[src/rtl/csr_file.sv]
// Machine-mode CSR file and interrupt controller for PYGMY-V32I.
// Define CSR_VECTORED_EN to make mtvec[1:0] a writable mode field (mode 1 = vectored).
module csr_file #(
  parameter int          N_IRQ       = 6,
  parameter logic [31:0] MTVEC_RESET = 32'h0000_0000
) (
  input  logic             i_CLK,
  input  logic             i_RSTn,
  input  logic [1:0]       i_CSR_CMD,
  input  logic [11:0]      i_CSR_ADDR,
  input  logic [31:0]      i_CSR_WDATA,
  output logic [31:0]      o_CSR_RD,
  input  logic [31:0]      i_PC,
  input  logic [31:0]      i_INSTR,
  input  logic             i_RETIRE,
  input  logic             i_MRET,
  input  logic [N_IRQ-1:0] i_MEI,
  output logic             o_IRQ,
  output logic [31:0]      o_TRAP_PC,
  output logic [31:0]      o_EPC
);

  logic             mst_mie;
  logic             mst_mpie;
  logic [N_IRQ-1:0] mie_q;
  logic [N_IRQ-1:0] mip_q;
  logic [N_IRQ-1:0] pend;
  logic [31:2]      mtvec_base;
`ifdef CSR_VECTORED_EN
  logic [1:0]       mtvec_mode;
`endif
  logic [31:0]      mscratch;
  logic [31:2]      mepc_q;
  logic [31:0]      mcause;
  logic [31:0]      mtval;
  logic [63:0]      mcycle;
  logic [63:0]      minstret;
  logic [31:0]      mtvec_rd;
  logic [31:0]      rd_val;
  logic [31:0]      wr_val;
  logic             wr_en;
  logic             cyc_wr;
  logic             ins_wr;
  logic             take;
  logic [3:0]       cause_k;
  logic             unused_pc;

  assign unused_pc = ^i_PC[1:0];

`ifdef CSR_VECTORED_EN
  assign mtvec_rd = {mtvec_base, mtvec_mode};
`else
  assign mtvec_rd = {mtvec_base, 2'b00};
`endif

  always_comb begin
    rd_val = '0;
    case (i_CSR_ADDR)
      12'h300: rd_val = {24'd0, mst_mpie, 3'd0, mst_mie, 3'd0};
      12'h304: rd_val = 32'(mie_q);
      12'h305: rd_val = mtvec_rd;
      12'h340: rd_val = mscratch;
      12'h341: rd_val = {mepc_q, 2'b00};
      12'h342: rd_val = mcause;
      12'h343: rd_val = mtval;
      12'h344: rd_val = 32'(mip_q);
      12'hB00: rd_val = mcycle[31:0];
      12'hB80: rd_val = mcycle[63:32];
      12'hB02: rd_val = minstret[31:0];
      12'hB82: rd_val = minstret[63:32];
      default: rd_val = '0;
    endcase
  end

  assign o_CSR_RD = rd_val;

  // Set/clear with a zero operand is treated as a read only, so it never blocks counting.
  always_comb begin
    wr_val = rd_val;
    case (i_CSR_CMD)
      2'b01:   wr_val = i_CSR_WDATA;
      2'b10:   wr_val = rd_val | i_CSR_WDATA;
      2'b11:   wr_val = rd_val & ~i_CSR_WDATA;
      default: wr_val = rd_val;
    endcase
  end

  assign wr_en  = (i_CSR_CMD == 2'b01) | (i_CSR_CMD[1] & (|i_CSR_WDATA));
  assign cyc_wr = wr_en & ((i_CSR_ADDR == 12'hB00) | (i_CSR_ADDR == 12'hB80));
  assign ins_wr = wr_en & ((i_CSR_ADDR == 12'hB02) | (i_CSR_ADDR == 12'hB82));

  assign pend = mip_q & mie_q;

  // Scan downward so the lowest pending line ends up as the cause.
  always_comb begin
    cause_k = '0;
    for (int i = N_IRQ - 1; i >= 0; i--) begin
      if (pend[i]) cause_k = 4'(i);
    end
  end

  assign take  = mst_mie & (|pend) & ~i_MRET;
  assign o_IRQ = take;
  assign o_EPC = {mepc_q, 2'b00};

`ifdef CSR_VECTORED_EN
  assign o_TRAP_PC = (mtvec_mode == 2'b01) ? ({mtvec_base, 2'b00} + {26'd0, cause_k, 2'b00})
                                           : {mtvec_base, 2'b00};
`else
  assign o_TRAP_PC = {mtvec_base, 2'b00};
`endif

  // Trap entry and mret are placed last so they override a same-cycle software write.
  always_ff @(posedge i_CLK or negedge i_RSTn) begin
    if (!i_RSTn) begin
      mst_mie    <= 1'b0;
      mst_mpie   <= 1'b0;
      mie_q      <= '0;
      mip_q      <= '0;
      mtvec_base <= MTVEC_RESET[31:2];
`ifdef CSR_VECTORED_EN
      mtvec_mode <= MTVEC_RESET[1:0];
`endif
      mscratch   <= '0;
      mepc_q     <= '0;
      mcause     <= '0;
      mtval      <= '0;
      mcycle     <= '0;
      minstret   <= '0;
    end else begin
      mip_q <= i_MEI;
      if (!cyc_wr) mcycle <= mcycle + 64'd1;
      if (i_RETIRE && !ins_wr) minstret <= minstret + 64'd1;
      if (wr_en) begin
        case (i_CSR_ADDR)
          12'h300: begin
            mst_mie  <= wr_val[3];
            mst_mpie <= wr_val[7];
          end
          12'h304: mie_q <= wr_val[N_IRQ-1:0];
          12'h305: begin
            mtvec_base <= wr_val[31:2];
`ifdef CSR_VECTORED_EN
            mtvec_mode <= wr_val[1:0];
`endif
          end
          12'h340: mscratch <= wr_val;
          12'h341: mepc_q <= wr_val[31:2];
          12'h342: mcause <= wr_val;
          12'h343: mtval <= wr_val;
          12'hB00: mcycle[31:0] <= wr_val;
          12'hB80: mcycle[63:32] <= wr_val;
          12'hB02: minstret[31:0] <= wr_val;
          12'hB82: minstret[63:32] <= wr_val;
          default: ;
        endcase
      end
      if (take) begin
        mepc_q   <= i_PC[31:2];
        mtval    <= i_INSTR;
        mcause   <= {1'b1, 27'd0, cause_k};
        mst_mpie <= mst_mie;
        mst_mie  <= 1'b0;
      end else if (i_MRET) begin
        mst_mie  <= mst_mpie;
        mst_mpie <= 1'b1;
      end
    end
  end

endmodule
[config.mk]
export PLATFORM = sky130hd
export DESIGN_NAME = csr_file
export DESIGN_NICKNAME = d
export VERILOG_FILES = /design/src/rtl/csr_file.sv
export SDC_FILE = /design/constraint.sdc
export NUM_CORES = 1
export LEC_CHECK = 0
export ABC_AREA = 1
export CAP_MARGIN = 30
export CORE_AREA = 5 5 223 225
export CTS_CLUSTER_DIAMETER = 100
export DETAILED_ROUTE_END_ITERATION = 10
export DIE_AREA = 0 0 228 230
export PLACE_DENSITY_LB_ADDON = 0.08
export SYNTH_ARGS = -nofsm -noshare
export SYNTH_HDL_FRONTEND = slang
export SYNTH_SLANG_ARGS = --single-unit
[constraint.sdc]
create_clock -name i_CLK -period 3.8 [get_ports i_CLK]
set_input_delay 0.76 -clock i_CLK [delete_from_list [all_inputs] [get_ports i_CLK]]
set_output_delay 0.76 -clock i_CLK [all_outputs]
set_load 0.005 [all_outputs]
# After elaboration in Yosys (flattened, before gate mapping)
# Index checks and enable logic that the tools add are counted.
# op_classes
n_bitwise	13
muxes	33
n_addsub	2
n_eq_ne	15
n_reduce_logical	17
# op_table
operator	n
$pmux 32 s12	1
$mux 32	10
$mux 64	4
$add 64x1->64 const B	2
$eq 12x10->1 const B	8
$pmux 32 s3	1
$mux 30	3
$eq 12x12->1 const B	4
$and 32x32->32	1
$not 32->32	1
$or 32x32->32	1
$reduce_or 32->1	1
$mux 4	5
$reduce_and 2->1	7
$mux 1	8
$reduce_bool 2->1	4
$and 6x6->6	1
$reduce_bool 3->1	2
$reduce_or 6->1	1
$and 1x1->1	5
$eq 2x2->1 const B	2
$mux 3	1
$or 1x1->1	3
$eq 2x1->1 const B	1
other kinds (3)	3
# totals
out_inout_bits	97
regBits	298
elab_cells	91
in_bits	120

# Longest topological paths before layout
# logic_depth
ltp_word	9
depth_mapped	15

# Worst setup path after synthesis
# OpenSTA, ideal clock, no wires.
# synth_path
kind	input -> output
start	input port i_CSR_ADDR[0]
end	output port o_CSR_RD[10]
setup_slack_ps	1142
n_path_buf	1
required_time_ps	3040
stages	10
arrival_ps	1898
cell_sequence	nor2_1 > nand2_2 > clkinv_2 > nand2_4 > nor2_4 > buf_6 > nand2_1 > o21ai_0 > nor3_1 > a22oi_1
# synth_between
elab_chain_cells	2
elab_cells_between_ends	13
cone_classes	eq/ne: 12; mux: 1
# synth_lines
element	line_no	rtl
from (decl)	10	input logic [11:0] i_CSR_ADDR,
$eq 12x12->1 / $eq 12x10->1 (equally long branches)	58	case (i_CSR_ADDR)
$pmux 32 s12 (*)	58	
to (decl)	12	output logic [31:0] o_CSR_RD,
# Every way passes the cells marked *; elsewhere a longest branch is shown, timed or not.

# Worst setup path in the final report
# layout_path
start	input port i_CSR_ADDR[8]
end	output port o_CSR_RD[1]
# The elaborated chain is that of the path after synthesis.

==> summary.txt <==
WL final - 104,000 um
Critical setup path kind - input pin to primary output
Final Net Count - 3,889
Final Critical Period - 3.77 ns
Area growth from synthesis to layout - 26.8%
Synth Area in Compound Gates - 0.0637
DR WL/cell - 23.7 um
Vias in the first global route - 23,900
Die extent in x - 228 um
FF/Latch Area - 7460 um^2
Multiplexer share of the synthesized area - 0
Register area share after synthesis - 0.353
Distinct cells, synth - 45
Critical Path Source Type - input pin
Vias - 25,300
Synth Area in Adders - 0.00118
First-pass GRT wire length - 152,000 um
CTS Buf Count - 37
Sw Share - 0.325
Root Driver - clkbuf_16
ANT nets after route - 0
Worst Hold Class - input pin to asynchronous set/reset pin
Longest Clk Path Bufs - 3
Largest area contributor in the netlist - dfrtp_1
CTS Hold Bufs - 0
Sw power - 3.06 mW
Via density - 5.74
Fin crit share - 0.991
Synth top area cells - dfrtp_1, nand2_1, nand3_1
Multi-input logic area - 12,100 um^2
Clock Skews - 0.0333 ns
Fmax - 266 MHz
Synth Register Bits - 298
Synth warn - 0
Slew headroom - 0.292
First-pass DRT Iterations - 9
Global Route Usage Sum - 0.382
Synth Area in XOR/XNOR - 0.0340
Final WS setup - 0.0347 ns
Std-Cell Core Area - 47,300 um^2
Tightest Pin Transition - 1.06 ns
Power share of the combinational group - 0.191
Power, Total - 9.41 mW
H-tree depth - 2
Post-Synth Simple-Gate Area - 0.462
Clock power share - 0.391
RePlAce Congestion - 1.02
Die area - 52,400 um^2
Total congestion overflow - 0
Buffers on Ports - 210
Main combinational cell family by area after synthesis - simple AND/OR/NAND/NOR gates
N_diodes - 0
CTS Sinks - 298
FILL cells - 4,502
CTS clk-pin slew, worst paths - 0.06 ns
Internal power - 6.35 mW
CP required - 3.04 ns
Sequential power share - 0.418
CTS tree - done
Utilization after layout - 0.565
Share of cells above drive strength 1 - 0.106
Max cap viols - 0
DPL Wire Length - 79,200 um
Status - finished, final reports clean
Post-synth top area share - 0.353
Initial core utilization - 0.446
Design area - 26,800 um^2
Peak supply drop - 0.000444 V
Initial drt markers - 3,548
Post-Synthesis Cells - 3,444
Slew Limit Fails - 0
Post-DP Area - 25,000 um^2
Row Count - 80
Mapped cell area - 21,100 um^2
Most frequent cells in the layout - nand2_1, dfrtp_1, nor2_1, nand3_1, inv_1
Die Y - 230 um
LEAKAGE - 13.4 nW
Worst skew pair latency - 0.58 ns
Initial antenna violation count - 1
Power Density - 351 nW/um^2
Post-Place Worst Slack - -0.297 ns
# DRC - 0
Max Fanout on Critical Path - 10
Final hold vios - 0
Syn Area/Cell - 6.13 um^2
Top Ports - 217
Critical path arrival - 3.01 ns
Final setup viols - 0
Largest net degree at the start of global routing - 96
Commonest non-fill, non-tap cell in the layout - nand2_1
Critical Path End Type - primary output
## state kept, by name (all words and copies together), names as in the netlist
| signal | flops |
|---|---|
| mcycle | 64 |
| mtval | 32 |
| mtvec_base | 30 |
| minstret | 64 |
| mcause | 32 |
| mepc_q | 30 |
| mst_mie | 1 |
| mscratch | 32 |
| mie_q | 6 |
| mst_mpie | 1 |
| mip_q | 6 |
## through the flow
step / setup TNS, ns / hold slack [ns] / instances
floorplan: 0 / 0.449 / 3447
global placement: -2.73 / 0.462 / 4317
detailed placement: -3.93 / 0.466 / 4317
CTS: -0.394 / 0.136 / 4395
global route: -0.0231 / 0.157 / 4406
finish: 0 / 0.122 / 4406
## final timing paths
kind | start | endpoint | slack, ns | cells past startpoint
hold reg to reg | mcause[28]$_DFFE_PN0P_ | mcause[28]$_DFFE_PN0P_ | 0.48 | 2
max in group asynchronous | i_RSTn | mip_q[0]$_DFF_PN0_ | 2.72 | 2
hold / removal | i_RSTn | minstret[5]$_DFF_PN0_ | 0.12 | 1
setup / recovery | i_CSR_ADDR[8] | o_CSR_RD[1] | 0.03 | 13
min in group i_CLK | mcause[28]$_DFFE_PN0P_ | mcause[28]$_DFFE_PN0P_ | 0.48 | 2
setup reg to reg | minstret[26]$_DFF_PN0_ | minstret[49]$_DFF_PN0_ | 0.99 | 12
## repair_timing
| item | CTS | global route |
|---|---|---|
| setup buffers | 12 | 10 |
| endpoints found under the hold margin | 0 | 0 |
| gates resized for setup | 83 | 29 |
| cloned | 3 | 1 |
| pin swaps | 7 | 12 |
| endpoints found under the setup margin | 32 | 13 |
## layer usage
metal / GRT usage / share of wire / up-vias
met5: 0 / 0.00012 / -
met4: 0.220 / 0.075 / 2
met3: 0.0759 / 0.11 / 439
met1: 0.478 / 0.36 / 11600
met2: 0.618 / 0.45 / 1811
li1: - / - / 11400
## power by group through the flow
stage               Clock, mW  Sequential (mW)  Combinational, mW
floorplan                   0             3.81              0.984
detailed placement          0             3.96               1.74
CTS                      3.67             3.91               1.77
global route             3.82             3.97               1.98
global placement            0             3.95               1.70
finish                   3.68             3.93               1.80
## synth_stat cells (all sizes together)
cell type	number
a21boi	3
a21oi	13
a22oi	1
and2	3
buf	100
clkbuf	40
clkinv	10
conb	1
dfrtp	298
ha	2
inv	273
nand2	1639
nand3	282
nand3b	1
nand4	52
nor2	319
nor2b	1
nor3	77
nor3b	2
nor4	1
o211ai	1
o21a	1
o21ai	239
o21bai	3
xnor2	13
xor2	69
## worst max-delay path, stage by stage
cell             delay, ns
clkdlybuf4s50_1       0.48
nand2_2               0.08
inv_2                 0.09
nand2_4               0.10
nor2_8                0.19
nand2_4               0.09
clkinv_8              0.10
buf_6                 0.18
nand2_1               0.07
nand2_1               0.14
nor2_1                0.09
nand2_1               0.11
clkdlybuf4s50_1       0.52
## cell type report
class / count / area share
multi-input combinational: 2726 / 0.451
sequential: 298 / 0.279
timing repair buffer: 420 / 0.155
inverter: 283 / 0.0408
clock buffer: 50 / 0.0391
tap: 615 / 0.0287
clock inverter: 13 / 0.00659
timing repair inverter: 1 / 0.000187
## cell families (layout without fill, tap and decap cells)
| logic type | after synthesis | in the layout |
|---|---|---|
| fa+ha+maj | 2 | 2 |
| other cells | 1 | 4 |
| buf+inv | 423 | 767 |
| compound gates | 261 | 261 |
| simple gates | 2377 | 2377 |
| flops | 298 | 298 |
| xor+xnor | 82 | 82 |
No activity file was read; power rests on OpenSTA's default activity.
